--- src/rtl/cam_capture_pkg.sv ---
// Shared types and default geometry for the camera line capture path.
// Index widths are derived here so every block sizes its counters the same way.
package cam_capture_pkg;

    function automatic int idx_width(input int n);
        return (n > 1) ? $clog2(n) : 1;
    endfunction

    localparam int DEF_LINE_PIXELS = 112;
    localparam int DEF_NUM_LINES   = 112;
    localparam int DEF_PIXEL_WIDTH = 8;
    localparam int DEF_PIX_IDX_W   = idx_width(DEF_LINE_PIXELS);
    localparam int DEF_LINE_IDX_W  = idx_width(DEF_NUM_LINES);

    typedef enum logic [1:0] {
        IDLE,
        CAPTURE,
        DRAIN
    } cap_state_t;

    typedef enum logic [1:0] {
        FREE,
        FILLING,
        FULL,
        PRESENTED
    } bank_state_t;

endpackage

--- src/rtl/line_bank_ram.sv ---
// Two ping-pong line banks with one write port and one registered read port.
// The read register resets to zero; the storage array itself is never cleared.
module line_bank_ram
    import cam_capture_pkg::*;
#(
    parameter int LINE_PIXELS = DEF_LINE_PIXELS,
    parameter int PIXEL_WIDTH = DEF_PIXEL_WIDTH,
    localparam int ADDR_W     = idx_width(LINE_PIXELS)
) (
    input  logic                   clock,
    input  logic                   reset,
    input  logic                   wr_en,
    input  logic                   wr_bank,
    input  logic [ADDR_W-1:0]      wr_addr,
    input  logic [PIXEL_WIDTH-1:0] wr_data,
    input  logic                   rd_bank,
    input  logic [ADDR_W-1:0]      rd_addr,
    output logic [PIXEL_WIDTH-1:0] rd_data
);

    logic [PIXEL_WIDTH-1:0] mem [0:1][0:LINE_PIXELS-1];

    always_ff @(posedge clock) begin
        if (wr_en) begin
            mem[wr_bank][wr_addr] <= wr_data;
        end
    end

    always_ff @(posedge clock) begin
        if (reset) begin
            rd_data <= '0;
        end else begin
            rd_data <= mem[rd_bank][rd_addr];
        end
    end

endmodule

--- src/rtl/cam_line_capture.sv ---
// Camera line producer: assembles pixel lines into two ping-pong banks and
// presents completed lines in order to the consumer, discarding lines on overrun.
module cam_line_capture
    import cam_capture_pkg::*;
#(
    parameter int LINE_PIXELS = DEF_LINE_PIXELS,
    parameter int NUM_LINES   = DEF_NUM_LINES,
    parameter int PIXEL_WIDTH = DEF_PIXEL_WIDTH,
    localparam int PIX_W      = idx_width(LINE_PIXELS),
    localparam int LINE_W     = idx_width(NUM_LINES)
) (
    input  logic                   clock,
    input  logic                   reset,
    input  logic                   frame_capture_start,
    input  logic                   pix_valid,
    input  logic [PIXEL_WIDTH-1:0] pix_data,
    input  logic [PIX_W-1:0]       line_rd_addr,
    output logic [PIXEL_WIDTH-1:0] line_rd_data,
    input  logic                   line_release,
    output logic                   line_valid,
    output logic [LINE_W-1:0]      line_number,
    output logic                   frame_busy,
    output logic                   frame_done,
    output logic                   overrun
);

    cap_state_t        state, state_nxt;
    bank_state_t       bank_state [2];
    logic [LINE_W-1:0] bank_line  [2];
    logic [PIX_W-1:0]  pix_count;
    logic [LINE_W-1:0] line_count;
    logic              wr_bank;
    logic              discard;
    logic              pres_bank;

    logic pix_accept, line_start, line_end;
    logic cur_bank, cur_discard, complete;
    logic present_en, present_bank;
    logic [LINE_W-1:0] present_line;
    logic frame_done_nxt;

    // Bank choice is made on the first pixel of a line; a completing line can
    // be presented in the same cycle if nothing is being shown.
    always_comb begin
        pix_accept   = (state == CAPTURE) && pix_valid;
        line_start   = pix_accept && (pix_count == '0);
        line_end     = pix_accept && (pix_count == PIX_W'(LINE_PIXELS - 1));
        cur_bank     = wr_bank;
        cur_discard  = discard;
        present_en   = 1'b0;
        present_bank = 1'b0;
        present_line = line_count;
        if (line_start) begin
            if (bank_state[0] == FREE) begin
                cur_bank    = 1'b0;
                cur_discard = 1'b0;
            end else if (bank_state[1] == FREE) begin
                cur_bank    = 1'b1;
                cur_discard = 1'b0;
            end else begin
                cur_bank    = 1'b0;
                cur_discard = 1'b1;
            end
        end
        complete = line_end && !cur_discard;
        if (!line_valid) begin
            if (bank_state[0] == FULL) begin
                present_en   = 1'b1;
                present_bank = 1'b0;
                present_line = bank_line[0];
            end else if (bank_state[1] == FULL) begin
                present_en   = 1'b1;
                present_bank = 1'b1;
                present_line = bank_line[1];
            end else if (complete) begin
                present_en   = 1'b1;
                present_bank = cur_bank;
                present_line = line_count;
            end
        end
    end

    always_comb begin
        state_nxt      = state;
        frame_done_nxt = 1'b0;
        case (state)
            IDLE:    if (frame_capture_start) state_nxt = CAPTURE;
            CAPTURE: if (line_end && (line_count == LINE_W'(NUM_LINES - 1))) state_nxt = DRAIN;
            DRAIN: begin
                if ((bank_state[0] == FREE) && (bank_state[1] == FREE)) begin
                    state_nxt      = IDLE;
                    frame_done_nxt = 1'b1;
                end
            end
            default: state_nxt = IDLE;
        endcase
    end

    always_ff @(posedge clock) begin
        if (reset) begin
            state         <= IDLE;
            pix_count     <= '0;
            line_count    <= '0;
            wr_bank       <= 1'b0;
            discard       <= 1'b0;
            pres_bank     <= 1'b0;
            bank_state[0] <= FREE;
            bank_state[1] <= FREE;
            line_valid    <= 1'b0;
            line_number   <= '0;
            frame_done    <= 1'b0;
            overrun       <= 1'b0;
        end else begin
            state      <= state_nxt;
            frame_done <= frame_done_nxt;
            if ((state == IDLE) && frame_capture_start) begin
                pix_count     <= '0;
                line_count    <= '0;
                overrun       <= 1'b0;
                bank_state[0] <= FREE;
                bank_state[1] <= FREE;
                line_valid    <= 1'b0;
            end else begin
                if (pix_accept) begin
                    pix_count <= line_end ? '0 : pix_count + 1'b1;
                    if (line_end) line_count <= line_count + 1'b1;
                    if (line_start) begin
                        wr_bank <= cur_bank;
                        discard <= cur_discard;
                        if (cur_discard) overrun <= 1'b1;
                    end
                end
                // Later assignments take precedence: fill, complete, present.
                for (int b = 0; b < 2; b++) begin
                    if (line_release && line_valid && (pres_bank == 1'(b))) bank_state[b] <= FREE;
                    if (line_start && !cur_discard && (cur_bank == 1'(b))) bank_state[b] <= FILLING;
                    if (complete && (cur_bank == 1'(b))) bank_state[b] <= FULL;
                    if (present_en && (present_bank == 1'(b))) bank_state[b] <= PRESENTED;
                end
                if (present_en) begin
                    line_valid  <= 1'b1;
                    line_number <= present_line;
                    pres_bank   <= present_bank;
                end else if (line_release && line_valid) begin
                    line_valid <= 1'b0;
                end
            end
        end
    end

    always_ff @(posedge clock) begin
        if (line_start && !cur_discard) begin
            bank_line[cur_bank] <= line_count;
        end
    end

    assign frame_busy = (state != IDLE);

    line_bank_ram #(
        .LINE_PIXELS (LINE_PIXELS),
        .PIXEL_WIDTH (PIXEL_WIDTH)
    ) u_ram (
        .clock   (clock),
        .reset   (reset),
        .wr_en   (pix_accept && !cur_discard),
        .wr_bank (cur_bank),
        .wr_addr (pix_count),
        .wr_data (pix_data),
        .rd_bank (pres_bank),
        .rd_addr (line_rd_addr),
        .rd_data (line_rd_data)
    );

endmodule

--- config.mk ---
export PLATFORM = sky130hd
export DESIGN_NAME = cam_line_capture
export DESIGN_NICKNAME = d
export VERILOG_FILES = /design/src/rtl/cam_capture_pkg.sv /design/src/rtl/line_bank_ram.sv /design/src/rtl/cam_line_capture.sv
export SDC_FILE = /design/constraint.sdc
export NUM_CORES = 2
export LEC_CHECK = 0
export ABC_AREA = 1
export CAP_MARGIN = 15
export CORE_MARGIN = 3
export CORE_UTILIZATION = 60
export CTS_BUF_LIST = sky130_fd_sc_hd__clkbuf_8
export CTS_CLUSTER_DIAMETER = 30
export CTS_CLUSTER_SIZE = 30
export DETAILED_ROUTE_END_ITERATION = 8
export GPL_TIMING_DRIVEN = 1
export PLACE_DENSITY = 0.8
export SLEW_MARGIN = 20
export SYNTH_ARGS = -nofsm -noshare
export SYNTH_HDL_FRONTEND = slang
export SYNTH_SLANG_ARGS = --single-unit
export TNS_END_PERCENT = 30
--- constraint.sdc ---
create_clock -name clock -period 6.6 [get_ports clock]
set_input_delay 0.99 -clock clock [delete_from_list [all_inputs] [get_ports clock]]
set_output_delay 0.99 -clock clock [all_outputs]
set_load 0.03 [all_outputs]
# After elaboration in Yosys (flattened, before gate mapping)
# Memory sizes are Yosys's and may differ from the RTL's. A register that Yosys moved wholly into a read port is not among the register bits.
# Cells that the tools add are included.
dict set report op_classes {
  n_eq_ne 9
  mul 0
  n_div 0
  muxes 83
  bitwise 17
  add_sub_neg 2
  order_cmp 3
  shift 0
  reduce_logical 33
}
# operator count
set op_table {}
lappend op_table {{2-to-1 mux 896 bit} 1}
lappend op_table {{2-to-1 mux 1 bit} 59}
lappend op_table {{binary-select mux 8 bit (select 7 bit)} 1}
lappend op_table {{demux 8 bit (select 7 bit)} 1}
lappend op_table {{2-to-1 mux 7 bit} 4}
lappend op_table {{2-to-1 mux 2 bit} 13}
lappend op_table {{2-to-1 mux 8 bit} 3}
lappend op_table {{logical AND 1 bit} 19}
lappend op_table {{>= comparator 8 bit (second input constant)} 2}
lappend op_table {{NOT 7 -> 8 bit} 2}
lappend op_table {{adder 7 x 1 -> 7 bit (second input constant)} 2}
lappend op_table {{equality test 7 bit (second input constant)} 2}
lappend op_table {{bitwise OR 1 bit} 10}
lappend op_table {{AND reduction 3 bit} 3}
lappend op_table {{< comparator 8 x 1 -> 1 bit (second input constant)} 1}
lappend op_table {{logical NOT 7 bit} 1}
lappend op_table {{equality test 2 bit (second input constant)} 3}
lappend op_table {{logical NOT 2 bit} 3}
lappend op_table {{one-hot mux 2 bit (3 select lines)} 1}
lappend op_table {{NOT 1 bit} 5}
lappend op_table {{inequality test 2 bit (second input constant)} 2}
lappend op_table {{AND reduction 2 bit} 2}
lappend op_table {{nonzero test 2 bit} 2}
lappend op_table {{OR reduction 2 bit} 2}
lappend op_table {{other kinds (3)} 3}
dict set report totals {
  in_bits 20
  ramBits 1810
  mem_bits_ro 0
  regBits 37
  latch_bits 0
  output_inout_bits 19
  memories 3
}
# name words width rd rd_clocked_by_memory_dff wr line
set memory_table {}
lappend memory_table {u_ram.mem 2 896 1 1 1 line_bank_ram.sv:21} ;# logic [PIXEL_WIDTH-1:0] mem [0:1][0:LINE_PIXELS-1];
lappend memory_table {bank_line 2 7 2 0 1 cam_line_capture.sv:29} ;# logic [LINE_W-1:0] bank_line [2];
lappend memory_table {bank_state 2 2 2 0 2 cam_line_capture.sv:28} ;# bank_state_t bank_state [2];

# Logic depth before layout (Yosys ltp)
dict set report depth {
  word_depth 17
  ltp_mapped 16
  mapped_depth_nobuf 13
}

# By module
# A second synthesis with hierarchy kept.
dict set report unflattened {
  hier_cells 6680
  hier_area_um2 76364.5
}
# module area_per_inst_um2 n_inst cells_each
set modules_own_cells {}
lappend modules_own_cells {line_bank_ram 73989.7 1 6385}
lappend modules_own_cells {cam_line_capture 2374.8 1 295}

# Least setup slack after synthesis
# OpenSTA, ideal clock, no wires.
dict set report synth_path {
  path_type {input-to-reg}
  start {input pix_valid}
  end {memory u_ram.mem[1][464] (netlist bit) (enable)}
  t_required_ps 6217
  arrival_time_ps 2943
  setup_ps 383
  stages 8
  path_buffers 2
  setup_slack_ps 3274
  cell_sequence {nand2_2 -> inv_1 -> nand2_2 -> nor3_2 -> a21oi_4 -> buf_2 -> buf_2 -> nor3_1}
}
dict set report synth_between {
  elab_chain_len 7
  elab_cells_between_ends 8
}
# item line
set synth_lines {}
lappend synth_lines {{start: declaration} cam_line_capture.sv:15} ;# input logic pix_valid,
lappend synth_lines {{logical AND 1 bit *} cam_line_capture.sv:45} ;# pix_accept = (state == CAPTURE) && pix_valid;
lappend synth_lines {{logical AND 1 bit} cam_line_capture.sv:46} ;# line_start = pix_accept && (pix_count == '0);
lappend synth_lines {{2-to-1 mux 1 bit} cam_line_capture.sv:53} ;# if (line_start) begin
lappend synth_lines {{logical NOT 1 bit} cam_line_capture.sv:165} ;# .wr_en (pix_accept && !cur_discard),
lappend synth_lines {{logical AND 1 bit} cam_line_capture.sv:165}
lappend synth_lines {{2-to-1 mux 1 bit} line_bank_ram.sv:24} ;# if (wr_en) begin
lappend synth_lines {{2-to-1 mux 896 bit (not written as such)} line_bank_ram.sv:25} ;# mem[wr_bank][wr_addr] <= wr_data;
lappend synth_lines {{end: declaration} line_bank_ram.sv:21}
# Every way passes the cells marked *; elsewhere a longest branch is shown, timed or not.

# Worst setup path in the final report
dict set report layout_path {
  start {register pix_count[1]}
  end {memory u_ram.mem[0][251] (netlist bit) (enable)}
}
dict set report layout_between {
  elab_chain_len 7
  elab_cells_between_ends 14
}
# item line
set layout_lines {}
lappend layout_lines {{start: declaration} cam_line_capture.sv:30} ;# logic [PIX_W-1:0] pix_count;
lappend layout_lines {{start signal: assignment} cam_line_capture.sv:125} ;# pix_count <= line_end ? '0 : pix_count + 1'b1;
lappend layout_lines {{parallel branches: the longest is 7 deep, another holds >= comparator 8 bit} -}
# Parallel ways; which one is timed is not known.

==> qor.yml <==
status: "completed"
start_util_pct: 60.5
critPathLaunchType: "flip-flop"
viasPerCell: 6.21
min_period_ns: 4.44
ir_worst_vdd_mv: 0.230
skew_ns: 0.0796
pwr-share-seq_pct: 50.1
dpl_cell_area_um2: 77300
yosysUniqueCellTypes: 36
fmax_ghz: 0.225
p_per_area_nw_per_um2: 306
layout-area-overhead-vs-synth_pct: 10.9
synthCells: 6591
syn_area_per_cell_um2: 11.5
yosysTopAreaCell: "edfxtp_1"
slew_violations: 0
cts_resized: 0
tightest_slew_ns: 1.28
die_area_um2: 131000
drc: 0
hp-class: "reg -> reg"
busiest_layer: "met2"
drv_cap: 0
nNetsFinal: 6580
post_drt_wl_per_cell_um: 22.9
p_int_mw: 19.5
met1_usage_pct: 39.5
rsz0062_at_grt: "no"
firstDrtPassIters: 9
grt-ovfl-total: 0
grt_max_degree: 238
fin_crit_sh_pct: 67.2
nFillCells: 8438
cts_made_buffers: 323
pin_count: 39
num_rows: 130
share_comb_of_total_power_pct: 6.9
ff_latch_area_um2: 55100
via_count: 52515
cts_sinks: 1848
async_flop_share_pct: 0
portBuffers: 38
die_w_um: 362
p_leak_nw: 29.7
hold_viol_final: 0
power.switching_mw: 6.32
yosysSeqAreaShare_pct: 72.4
synth_edf_count: 1810
cp.arrival_ns: 5.01
place_congestion: 0.908
hpwlAfterDp_mm: 103
synth-seq-cells: 1848
setup-violations-final: 0
cts_tree: "done"
cts_buffer_depth: 4
clock_latency_ns: 1.02
met3_usage_pct: 6.45
synth_warnings: 0
synthTopCellsByArea: "edfxtp_1 71%, nand2_1 11%, nand3_1 9.5%"
synth_area_um2: 76100
path_clk_slew_ns: 0.06
ys.flop_type: "edfxtp_1"
cts-root-buf: "clkbuf_8"
p_sw_share_pct: 24.5
die_y_um: 362
htreeDepth: 5
gr-usage-met2_pct: 45.6
ctsHoldBuffers: 0
drt_iter0_markers: 7824
cp.required_ns: 7.17
grt_pass1_wl_mm: 293
grt_antenna_before_repair: 3
core_area_um2: 126000
power.share.clock_pct: 43.0
design_area_um2: 84400
final.setup.tns_ns: 0
multiInputGateArea_um2: 19000
synth.top_cell.area_share_pct: 71.4
critical_path_class: "reg -> reg"
ant_nets: 0
drive_above_1_share_pct: 10.4
cp-end-kind: "flip-flop"
track_usage_pct: 29.3
slew_headroom_pct: 14.6
crit_fanout: 24
drt-total-wl_mm: 194
grt_pass1_vias: 50987
post_cts_buffers: 0
syn_nets: 6614
-- cells in the mapped netlist (4+ instances only) --
master / count
nor3_1: 152
a21oi_1: 38
o22ai_1: 38
inv_2: 5
o21ai_1: 6
nor2_1: 125
buf_1: 48
o211ai_1: 4
nand2_2: 4
nand3_4: 4
dfxtp_1: 38
nor3_2: 81
nand2_1: 2230
edfxtp_1: 1810
clkinv_1: 4
buf_2: 90
clkbuf_1: 302
o21ai_0: 74
nand3_1: 1438
nand4_1: 4
buf_6: 9
inv_1: 63
-- layer usage --
metal	vias up	part of all wire, %
met4	0	4.0
met3	567	12
met2	3878	47
met1	24802	37
met5	-	0
li1	23268	-
-- power by group through the flow --
stage	sequential [mW]	clock (mW)	combinational [mW]
6_report	12.9	11.1	1.79
5_1_grt	12.9	11.7	1.93
4_1_cts	12.9	11.2	1.74
3_5_place_dp	13.2	0	1.73
2_1_floorplan	13.2	0	1.03
3_3_place_gp	13.2	0	1.69
-- critical path, cell delays in order, from the launching register on --
cell and delay [ns]:
dfxtp_1 0.53, clkinv_1 0.39, ha_1 0.33, inv_1 0.11, nor4_1 0.07, nand2_1 0.14
nand2_2 0.09, nor3_4 0.37, nand3_4 0.82, nor3_1 1.12
-- path summary, 6_finish.rpt --
kind,start,end,slack [ns],depth (start not counted)
worst max-delay path,pix_count[1],u_ram.mem[0][251],2.16,9
worst min-delay path,state[1],frame_done,0.51,2
worst min register to register,state[1],frame_done,0.51,2
worst max register to register,pix_count[1],u_ram.mem[0][251],2.16,9
-- per-stage QoR --
step           power (mW)  setup WS (ns)  cells  utilization (%)  hold slack [ns]
6_report             25.8           2.16   8453             67.1            0.508
5_1_grt              26.6           1.98   8452             67.1            0.535
4_1_cts              25.8           2.25   8450             67.0            0.510
3_5_place_dp         14.9           1.80   7882             61.5            0.498
3_3_place_gp         14.9           1.85   7882             61.5            0.487
2_1_floorplan        14.2           3.27   6591                -            0.452
-- kinds of logic (layout without fill, tap and decap cells) --
group,count (synthesis),in the layout,share of synthesized area [%]
other cells,0,3,0
flops,1848,1848,72.4
fa+ha+maj,3,3,0.0493
compound gates,163,163,1.17
simple gates,4050,4050,23.5
xor+xnor,3,3,0.0345
buf+inv,524,733,2.84
-- flip-flops by register name, indices dropped and copies added (netlist names), 2 cells and up, named ones only --
signal and cells:
line_count 7, u_ram.rd_data 8, state 2, line_number 7
bank_line 14, u_ram.mem 1792, pix_count 7, bank_state 4
-- area by class of cell --
class / instances / area share, %
Inverter: 72 / 0.356
Clock buffer: 327 / 5.33
Sequential cell: 1848 / 65.3
Timing Repair Buffer: 93 / 1.23
Clock inverter: 241 / 2.81
Multi-Input combinational cell: 4219 / 22.5
Antenna cell: 3 / 0.00890
Tap cell: 1650 / 2.45
-- layout by cell type, fill, tap and decap left out, types with 3 or more instances in the layout --
master	Yosys	layout
a21oi_1	38	38
o211ai_1	4	4
nand2_2	4	9
nand3_1	1438	1438
nand4_1	4	4
dfxtp_1	38	37
clkinv_8	0	4
clkdlybuf4s50_1	0	26
buf_4	3	39
nor3_2	81	116
edfxtp_1	1810	1810
o22ai_1	38	38
clkinv_1	4	42
inv_8	0	10
diode_2	0	3
nand3_4	4	4
ha_1	3	3
clkbuf_8	0	336
o21ai_1	6	6
inv_6	0	31
bufinv_16	0	35
clkinv_4	0	27
buf_12	0	17
inv_1	63	93
clkinvlp_4	0	28
nor2_1	125	125
o21ai_0	74	74
clkinv_2	0	40
nand2_1	2230	2225
nor3_1	152	117
xor2_1	3	3
Power figures use the tool's default switching activity.
